**src/rtl/ram_bist_if.sv**
```systemverilog
// ram_bist_if: bus between the RAM BIST engine and its single-port RAM.
// It carries the test request, the RAM command/data lines and the test result.
// The BIST engine takes the master modport. The RAM and test environment take the slave modport.
interface ram_bist_if #(
  parameter int AW = 4,
  parameter int DW = 4
);
  logic          start;
  logic          we;
  logic [AW-1:0] address;
  logic [DW-1:0] write_data;
  logic [DW-1:0] read_data;
  logic          busy;
  logic          done;
  logic          pass;
  logic [AW-1:0] fail_addr;
  logic [AW:0]   err_count;

  modport master (
    input  start, read_data,
    output we, address, write_data, busy, done, pass, fail_addr, err_count
  );

  modport slave (
    output start, read_data,
    input  we, address, write_data, busy, done, pass, fail_addr, err_count
  );
endinterface

```
**src/rtl/ram_bist.sv**
```systemverilog
// ram_bist: march-style BIST for a single-port synchronous RAM.
// The engine writes expected(a) = a ^ SEED to every address. It then reads back
// each address (RD), compares it one cycle later (CMP) and counts mismatches.
// Optional feature macro RAM_BIST_INVERT_PASS_EN adds a second pass that writes
// and checks ~(a ^ SEED). Error count and fail address accumulate over both passes.
// All outputs are registered. An asynchronous active-high rst aborts a running test.
module ram_bist #(
  parameter int            AW   = 4,
  parameter int            DW   = 4,
  parameter logic [DW-1:0] SEED = 4'hA
) (
  input  logic      clk,
  input  logic      rst,
  ram_bist_if.master bus
);

  typedef enum logic [2:0] {
    IDLE = 3'd0,
    WR   = 3'd1,
    RD   = 3'd2,
    CMP  = 3'd3,
    DONE = 3'd4
  } state_t;

  localparam logic [AW-1:0] ADDR_ZERO = {AW{1'b0}};
  localparam logic [AW-1:0] ADDR_ONE  = {{(AW-1){1'b0}}, 1'b1};
  localparam logic [AW-1:0] ADDR_LAST = {AW{1'b1}};
  localparam logic [AW:0]   ERR_ZERO  = {(AW+1){1'b0}};
  localparam logic [AW:0]   ERR_ONE   = {{AW{1'b0}}, 1'b1};
  localparam logic [AW:0]   ERR_MAX   = {(AW+1){1'b1}};
  localparam logic [DW-1:0] DATA_ZERO = {DW{1'b0}};

  // Pattern for address a. When inv is set, the pattern is the inverse of the pass-0 pattern.
  function automatic logic [DW-1:0] expected_f(input logic [AW-1:0] a, input logic inv);
    logic [DW-1:0] v;
    v = a[DW-1:0] ^ SEED;
    return inv ? ~v : v;
  endfunction

  state_t        state_q, state_d;
  logic          we_q, we_d;
  logic [AW-1:0] address_q, address_d;
  logic [DW-1:0] write_data_q, write_data_d;
  logic          busy_q, busy_d;
  logic          done_q, done_d;
  logic          pass_q, pass_d;
  logic [AW-1:0] fail_addr_q, fail_addr_d;
  logic [AW:0]   err_count_q, err_count_d;

  logic          inv_s;
  logic          mismatch_s;
  logic [AW-1:0] addr_inc_s;
  logic [AW:0]   err_inc_s;

`ifdef RAM_BIST_INVERT_PASS_EN
  logic pass_idx_q, pass_idx_d;
  assign inv_s = pass_idx_q;
`else
  assign inv_s = 1'b0;
`endif

  assign addr_inc_s = address_q + ADDR_ONE;
  assign err_inc_s  = (err_count_q == ERR_MAX) ? err_count_q : (err_count_q + ERR_ONE);
  assign mismatch_s = (bus.read_data != expected_f(address_q, inv_s));

  // Next-state and next-output logic of the BIST sequencer.
  always_comb begin
    state_d      = state_q;
    we_d         = we_q;
    address_d    = address_q;
    write_data_d = write_data_q;
    busy_d       = busy_q;
    done_d       = 1'b0;
    pass_d       = pass_q;
    fail_addr_d  = fail_addr_q;
    err_count_d  = err_count_q;
`ifdef RAM_BIST_INVERT_PASS_EN
    pass_idx_d   = pass_idx_q;
`endif

    case (state_q)
      IDLE: begin
        if (bus.start) begin
          state_d      = WR;
          we_d         = 1'b1;
          address_d    = ADDR_ZERO;
          write_data_d = expected_f(ADDR_ZERO, 1'b0);
          busy_d       = 1'b1;
          pass_d       = 1'b0;
          fail_addr_d  = ADDR_ZERO;
          err_count_d  = ERR_ZERO;
`ifdef RAM_BIST_INVERT_PASS_EN
          pass_idx_d   = 1'b0;
`endif
        end else begin
          state_d = IDLE;
        end
      end

      WR: begin
        if (address_q == ADDR_LAST) begin
          // The write phase ends here, so the address does not wrap back to 0 for another write.
          state_d      = RD;
          we_d         = 1'b0;
          address_d    = ADDR_ZERO;
          write_data_d = DATA_ZERO;
        end else begin
          address_d    = addr_inc_s;
          write_data_d = expected_f(addr_inc_s, inv_s);
        end
      end

      RD: begin
        state_d = CMP;
      end

      CMP: begin
        if (mismatch_s) begin
          err_count_d = err_inc_s;
          // The error count is still zero only before the first mismatch of this test.
          if (err_count_q == ERR_ZERO) begin
            fail_addr_d = address_q;
          end else begin
            fail_addr_d = fail_addr_q;
          end
        end else begin
          err_count_d = err_count_q;
        end

        if (address_q == ADDR_LAST) begin
`ifdef RAM_BIST_INVERT_PASS_EN
          if (!pass_idx_q) begin
            state_d      = WR;
            we_d         = 1'b1;
            address_d    = ADDR_ZERO;
            write_data_d = expected_f(ADDR_ZERO, 1'b1);
            pass_idx_d   = 1'b1;
          end else begin
            state_d = DONE;
            busy_d  = 1'b0;
            done_d  = 1'b1;
            pass_d  = (err_count_d == ERR_ZERO);
          end
`else
          state_d = DONE;
          busy_d  = 1'b0;
          done_d  = 1'b1;
          pass_d  = (err_count_d == ERR_ZERO);
`endif
        end else begin
          state_d   = RD;
          address_d = addr_inc_s;
        end
      end

      DONE: begin
        // start is deliberately not looked at here; a new test begins only from IDLE.
        state_d = IDLE;
      end

      default: begin
        state_d      = IDLE;
        we_d         = 1'b0;
        address_d    = ADDR_ZERO;
        write_data_d = DATA_ZERO;
        busy_d       = 1'b0;
      end
    endcase
  end

  // State and output registers. rst clears them at once, so we drops without a clock edge.
  always_ff @(posedge clk or posedge rst) begin
    if (rst) begin
      state_q      <= IDLE;
      we_q         <= 1'b0;
      address_q    <= ADDR_ZERO;
      write_data_q <= DATA_ZERO;
      busy_q       <= 1'b0;
      done_q       <= 1'b0;
      pass_q       <= 1'b0;
      fail_addr_q  <= ADDR_ZERO;
      err_count_q  <= ERR_ZERO;
    end else begin
      state_q      <= state_d;
      we_q         <= we_d;
      address_q    <= address_d;
      write_data_q <= write_data_d;
      busy_q       <= busy_d;
      done_q       <= done_d;
      pass_q       <= pass_d;
      fail_addr_q  <= fail_addr_d;
      err_count_q  <= err_count_d;
    end
  end

`ifdef RAM_BIST_INVERT_PASS_EN
  // Pass index register. It exists only when the inverted second pass is built.
  always_ff @(posedge clk or posedge rst) begin
    if (rst) begin
      pass_idx_q <= 1'b0;
    end else begin
      pass_idx_q <= pass_idx_d;
    end
  end
`endif

  assign bus.we         = we_q;
  assign bus.address    = address_q;
  assign bus.write_data = write_data_q;
  assign bus.busy       = busy_q;
  assign bus.done       = done_q;
  assign bus.pass       = pass_q;
  assign bus.fail_addr  = fail_addr_q;
  assign bus.err_count  = err_count_q;

endmodule

```
**src/flat_wrapper.sv**
```systemverilog
// flat-port wrapper written by rule: the top's interface ports become plain ports
module ram_bist_flat 
#(
  parameter int            AW   = 4,
  parameter int            DW   = 4,
  parameter logic [DW-1:0] SEED = 4'hA
)
  (clk, rst, bus_start, bus_read_data, bus_we, bus_address, bus_write_data, bus_busy, bus_done, bus_pass, bus_fail_addr, bus_err_count);
  ram_bist_if #(.AW(AW), .DW(DW)) bus_i ();
  input  logic clk;
  input  logic rst;
  input wire logic [$bits(bus_i.start)-1:0] bus_start;
  input wire logic [$bits(bus_i.read_data)-1:0] bus_read_data;
  output wire logic [$bits(bus_i.we)-1:0] bus_we;
  output wire logic [$bits(bus_i.address)-1:0] bus_address;
  output wire logic [$bits(bus_i.write_data)-1:0] bus_write_data;
  output wire logic [$bits(bus_i.busy)-1:0] bus_busy;
  output wire logic [$bits(bus_i.done)-1:0] bus_done;
  output wire logic [$bits(bus_i.pass)-1:0] bus_pass;
  output wire logic [$bits(bus_i.fail_addr)-1:0] bus_fail_addr;
  output wire logic [$bits(bus_i.err_count)-1:0] bus_err_count;
  assign bus_i.start = bus_start;
  assign bus_i.read_data = bus_read_data;
  assign bus_we = bus_i.we;
  assign bus_address = bus_i.address;
  assign bus_write_data = bus_i.write_data;
  assign bus_busy = bus_i.busy;
  assign bus_done = bus_i.done;
  assign bus_pass = bus_i.pass;
  assign bus_fail_addr = bus_i.fail_addr;
  assign bus_err_count = bus_i.err_count;
  ram_bist #(.AW(AW), .DW(DW), .SEED(SEED)) u_core (.clk(clk), .rst(rst), .bus(bus_i));
endmodule
```
**config.mk**
```make
export PLATFORM = sky130hd
export DESIGN_NAME = ram_bist_flat
export DESIGN_NICKNAME = d
export VERILOG_FILES = /design/src/rtl/ram_bist_if.sv /design/src/rtl/ram_bist.sv /design/src/flat_wrapper.sv
export SDC_FILE = /design/constraint.sdc
export NUM_CORES = 1
export LEC_CHECK = 0
export CORE_MARGIN = 3
export CORE_UTILIZATION = 50
export DETAILED_ROUTE_END_ITERATION = 16
export GPL_TIMING_DRIVEN = 0
export PLACE_DENSITY = 0.74
export SETUP_SLACK_MARGIN = 0.05
export SYNTH_ARGS = -nofsm -noshare
export SYNTH_HDL_FRONTEND = slang
export SYNTH_SLANG_ARGS = --single-unit
export TNS_END_PERCENT = 100
```
**constraint.sdc**
```tcl
create_clock -name clk -period 2.1 [get_ports clk]
set_input_delay 0.315 -clock clk [delete_from_list [all_inputs] [get_ports clk]]
set_output_delay 0.315 -clock clk [all_outputs]
set_load 0.005 [all_outputs]
```
**Yosys cells after proc, flatten, opt, wreduce, memory -nomap -nowiden**

Cells that the tools add are included.

- Flip-flop bits (word level): 24
- Input port bits: 7
- Logic and storage cells: 71

- Add/sub/neg operators: 2
- Eq/ne operators: 13
- Muxes and demuxes: 28
- Bitwise logic cells: 5
- Reductions and logical operators: 14

Operators with widths:

| kind | number |
|---|---|
| 4-bit 2-to-1 mux | 7 |
| 5-bit 2-to-1 mux | 4 |
| 4-bit one-hot mux with 4 select lines | 1 |
| 3-bit one-hot mux with 4 select lines | 1 |
| 4-bit one-hot mux with 3 select lines | 1 |
| 3-bit AND reduction | 4 |
| 5-bit zero test | 2 |
| 5-bit one-hot mux with 2 select lines | 1 |
| 2-bit by 1-bit != test with 1-bit output (second input constant) | 4 |
| 4-bit one-hot mux with 2 select lines | 1 |
| 1-bit 2-to-1 mux | 7 |
| 3-bit by 2-bit equality test with 1-bit output (second input constant) | 2 |
| 3-bit 2-to-1 mux | 2 |
| 1-bit one-hot mux with 3 select lines | 2 |
| 3-bit OR reduction | 2 |
| 5-bit by 1-bit adder with 5-bit output (second input constant) | 1 |
| 5-bit equality test (second input constant) | 1 |
| 4-bit by 1-bit adder with 4-bit output (second input constant) | 1 |
| 4-bit equality test (second input constant) | 1 |
| 2-bit != test (second input constant) | 2 |
| 4-bit != test | 1 |
| 2-bit NOT | 2 |
| 2-bit AND reduction | 2 |
| 4-bit AND reduction | 1 |
| other kinds (7) | 9 |

**Depth between registers and ports, before layout**

- Word-level depth: 7
- Depth in mapped cells: 7

**Worst setup path before layout**

Ideal clock, no wire load.

- Path type: register -> register
- Start point: register u_core.address_q[0], in the netlist u_core.bus.address[0]
- End point: register u_core.pass_q, in the netlist u_core.bus.pass
- Arrival: 1.812 ns
- Required time: 1.979 ns
- Slack: 0.167 ns
- Cell stages (with the launch flop): 7
- Buffers on the path: 1
- Clock period less this slack: 1.933 ns
- Path through: dfrtp_1 xor2_1 or4_1 buf_6 and3_1 o2111a_1 a22o_1

- Cells in the longest elaborated chain, start to end: 6

RTL lines:

| what | line | source |
|---|---|---|
| start, declared | ram_bist.sv:42 | `logic [AW-1:0] address_q, address_d;` |
| start signal, assigned | ram_bist.sv:186 | `address_q <= address_d;` |
| 4-bit != test | ram_bist.sv:64 | `assign mismatch_s = (bus.read_data != expected_f(address_q, inv_s));` |
| 5-bit 2-to-1 mux | ram_bist.sv:118 | `if (mismatch_s) begin` |
| 5-bit 2-to-1 mux | ram_bist.sv:81 | `case (state_q)` |
| 5-bit zero test | ram_bist.sv:148 | `pass_d = (err_count_d == ERR_ZERO);` |
| 1-bit 2-to-1 mux | ram_bist.sv:130 | `if (address_q == ADDR_LAST) begin` |
| 1-bit one-hot mux with 2 select lines | ram_bist.sv:81 |  |
| end signal, assigned | ram_bist.sv:190 | `pass_q <= pass_d;` |
| end, declared | ram_bist.sv:46 | `logic pass_q, pass_d;` |

Several ways; a longest one is shown, not always the timed one. The select of a mux whose other input is x is not followed.
A chain may end at the register's enable or synchronous reset.

**Worst setup path after layout**

- Start point: input bus_read_data[1]
- End point: register u_core.pass_q, in the netlist u_core.bus.pass

- Cells in the longest elaborated chain, start to end: 6

RTL lines:

| what | line | source |
|---|---|---|
| start, declared | flat_wrapper.sv:13 | `input wire logic [$bits(bus_i.read_data)-1:0] bus_read_data;` |
| 4-bit != test | ram_bist.sv:64 |  |
| 5-bit 2-to-1 mux | ram_bist.sv:118 |  |
| 5-bit 2-to-1 mux | ram_bist.sv:81 |  |
| 5-bit zero test | ram_bist.sv:148 |  |
| 1-bit 2-to-1 mux | ram_bist.sv:130 |  |
| 1-bit one-hot mux with 2 select lines | ram_bist.sv:81 |  |

Every way passes these cells. The select of a mux whose other input is x is not followed.

==> qor.csv <==
stage,metric,value,unit
outcome,outcome,"complete, no violations",
critical_path,cp-start-kind,input port,
placed_design,dp_hpwl,2.32,mm
floorplan,core_area,0.00250,mm2
global_routing,grt_pass1_wl,5.38,mm
routing,wl,3.27,mm
clocking,clk_path_buf_depth,2,
floorplan,io_pins,28,
timing,skew,0.00117,ns
synthesis,synthDistinctLibCells,35,
synthesis,syn_area_per_cell,8.80,um2
routing,via_per_inst,5.72,
timing,finalSetupViolations,0,
critical_path,slowest_delay,0.55,ns
final_layout,final_cell_mix,"27 x clkdlybuf4s50_1, 21 x dfrtp_1, 19 x nand2_1",
routing,drc,0,
global_routing,grt_max_degree,25,
power,p_per_area,1230,mW/mm2
worst_hold_path,worst_hold_path_type,input port to async pin,
critical_path,path_cells,clkdlybuf4s50_1 > xnor2_1 > or4_4 > buf_6 > and3_4 > o2111a_1 > a22o_1,
critical_path,r2r_slack,0.09,ns
run,maxCapViolations,0,
placed_design,dp_cells,209,
final_layout,fin_nets,200,
final_layout,regArea,604,um2
power,ir_worst_vdd,952,uV
timing,finalHoldViolCount,0,
final_layout,fin_area,0.00179,mm2
clocking,clk_pin_slew,0.13,ns
synthesis,ys_warn_count,0,
routing,final_antenna_net_count,0,
timing,fin_hold_ws,0.489,ns
synthesis,synth-seq-cells,24,
final_layout,area_growth_syn_to_layout,33.7,%
clocking,clock_latency,0.31,ns
critical_path,critPathKind,input port to flop,
final_layout,multi_input_area,703,um2
timing,finalCritPeriodShare,96.3,%
clocking,cts_tree,built,
timing,tightest_slew,0.924,ns
critical_path,worstPathRequired,2.31,ns
critical_path,setup.worst_path.end_class,flop,
critical_path,crit_arrival,2.23,ns
clocking,cts_num_sinks,24,
floorplan,die_w,57.7,um
global_routing,grt_overflow,0,
floorplan,start_util,53.5,%
synthesis,syn-cell-area,0.00134,mm2
clocking,htree_levels,1,
final_layout,drive_gt1_share,12.7,%
final_layout,layout.cells.most_common,clkdlybuf4s50_1,
floorplan,placementRows,18,
timing,slew_headroom,38.3,%
clocking,root_buffer,clkbuf_4,
global_routing,grt_pass1_vias,1205,
routing,drt_pass1_iterations,4,
routing,drt_iter0_markers,48,
power,p_leak,0.771,nW
synthesis,syn_nets,162,
placed_design,port_buffers,27,
floorplan,dieArea,0.00333,mm2
routing,num_vias,1252,
final_layout,diodes,0,
synthesis,syn_inst,152,
timing,max_freq,495,MHz
final_layout,layout.cells.non_filler,219,
timing,rsz0062_at_grt,true,
clocking,cts_buffers,3,
floorplan,die_h,57.7,um
placed_design,dpl_cell_area,0.00165,mm2
critical_path,crit_slowest_cell,or4_4,
global_routing,antenna_found_initial,0,
global_routing,grt_usage,20.6,%
final_layout,fill_cells,201,
critical_path,path_max_fanout,7,
clocking,cts_hold_buf,0,
placed_design,gp_congestion,0.835,
routing,wl_per_cell,14.9,um
timing,finalMaxSlewViolations,0,
synthesis,seq_area_frac_synth,44.9,%
timing,period_needed,2.02,ns
worst max-delay path: cells and delay by family:
| family | cells | cell delay (ns) |
|---|---|---|
| AOI/OAI and AO/OA | 2 | 0.43 |
| xor gates and xnor gates | 1 | 0.18 |
| buffers and inverters | 2 | 0.59 |
| and+or+nand+nor | 2 | 0.71 |
synthesized netlist by cell type, drive strengths merged:
cell,count,area [um2]
dfrtp,24,601
nand2,19,71.3
nor2,15,56.3
o21ai,14,70.1
inv,11,41.3
a21oi,10,50.1
clkbuf,6,22.5
nand3,4,20.0
o31ai,4,30.0
xnor2,4,35.0
a22o,3,26.3
and3,3,18.8
ha,3,37.5
mux2i,3,30.0
nor3,3,15.0
xor2,3,26.3
a21o,2,15.0
buf,2,16.3
nand2b,2,12.5
nand4,2,12.5
or3,2,12.5
a222oi,1,10.0
a2bb2oi,1,8.76
a31oi,1,6.26
a41oi,1,16.3
mux2,1,11.3
nand3b,1,7.51
o2111a,1,11.3
o22a,1,8.76
o22ai,1,6.26
o32ai,1,8.76
o41ai,1,8.76
or2,1,6.26
or4,1,7.51
final timing paths:
path	end	start	depth (start not counted)
worst max-delay path	u_core.bus.pass	bus_read_data[1]	7
worst min-delay path	u_core.bus.fail_addr[1]	rst	2
worst max register to register	u_core.bus.pass	u_core.bus.address[3]	7
worst min register to register	u_core.bus.pass	u_core.bus.pass	1
max in group asynchronous	u_core.bus.address[1]	rst	2
min in group clk	u_core.bus.pass	u_core.bus.pass	1
flip-flops by register name, summed over array words and instances, names as in the netlist:
register               cells
u_core.bus.err_count       5
u_core.bus.address         4
u_core.bus.fail_addr       4
u_core.bus.write_data      4
u_core.state_q             3
u_core.bus.busy            1
u_core.bus.done            1
u_core.bus.pass            1
u_core.bus.we              1
per-layer routing:
layer | part of all wire [%] | GRT usage [%]
met5 | 0 | 0
met4 | 0.55 | 6.95
met3 | 5.8 | 2.90
met2 | 51 | 35.5
met1 | 43 | 26.5
final cells by class:
class,instances,share of cell area [%]
Timing Repair Buffer,34,18.1
Multi-Input combinational cell,109,39.3
Tap cell,30,2.10
Clock buffer,4,2.03
Buffer,7,2.38
Sequential cell,24,33.8
Inverter,11,2.31
power by group:
group	internal (mW)	switching (mW)
Sequential	0.600	0.0908
Clock	0.106	0.135
Combinational	0.622	0.639
cell families after synthesis:
kind of cell,after synthesis,share of synthesized area [%]
compound gates,42,20.7
xor+xnor,7,4.58
simple gates,53,18.0
mux,4,3.09
buf+inv,19,5.99
fa+ha+maj,3,2.81
flops,24,44.9
repair_timing:
| action | CTS | global route |
|---|---|---|
| setup buffers | 2 | 5 |
| endpoints found under the hold margin | 0 | 0 |
| endpoints found under the setup margin | 3 | 5 |
| resized for setup | 4 | 10 |
| cloned | 0 | 0 |
| pin swaps | 1 | 2 |
metrics by stage:
step | setup TNS [ns] | power (mW) | util (%) | setup WS (ns)
floorplan | 0 | 1.37 | - | 0.167
CTS | 0 | 2.07 | 68.2 | 0.0651
global route | 0 | 2.38 | 71.5 | 0.0455
finish | 0 | 2.19 | 71.5 | 0.0784
detailed placement | -1.26 | 1.79 | 65.8 | -0.276
global placement | -0.650 | 1.75 | 65.8 | -0.172
(Power assumes the default switching activity.)
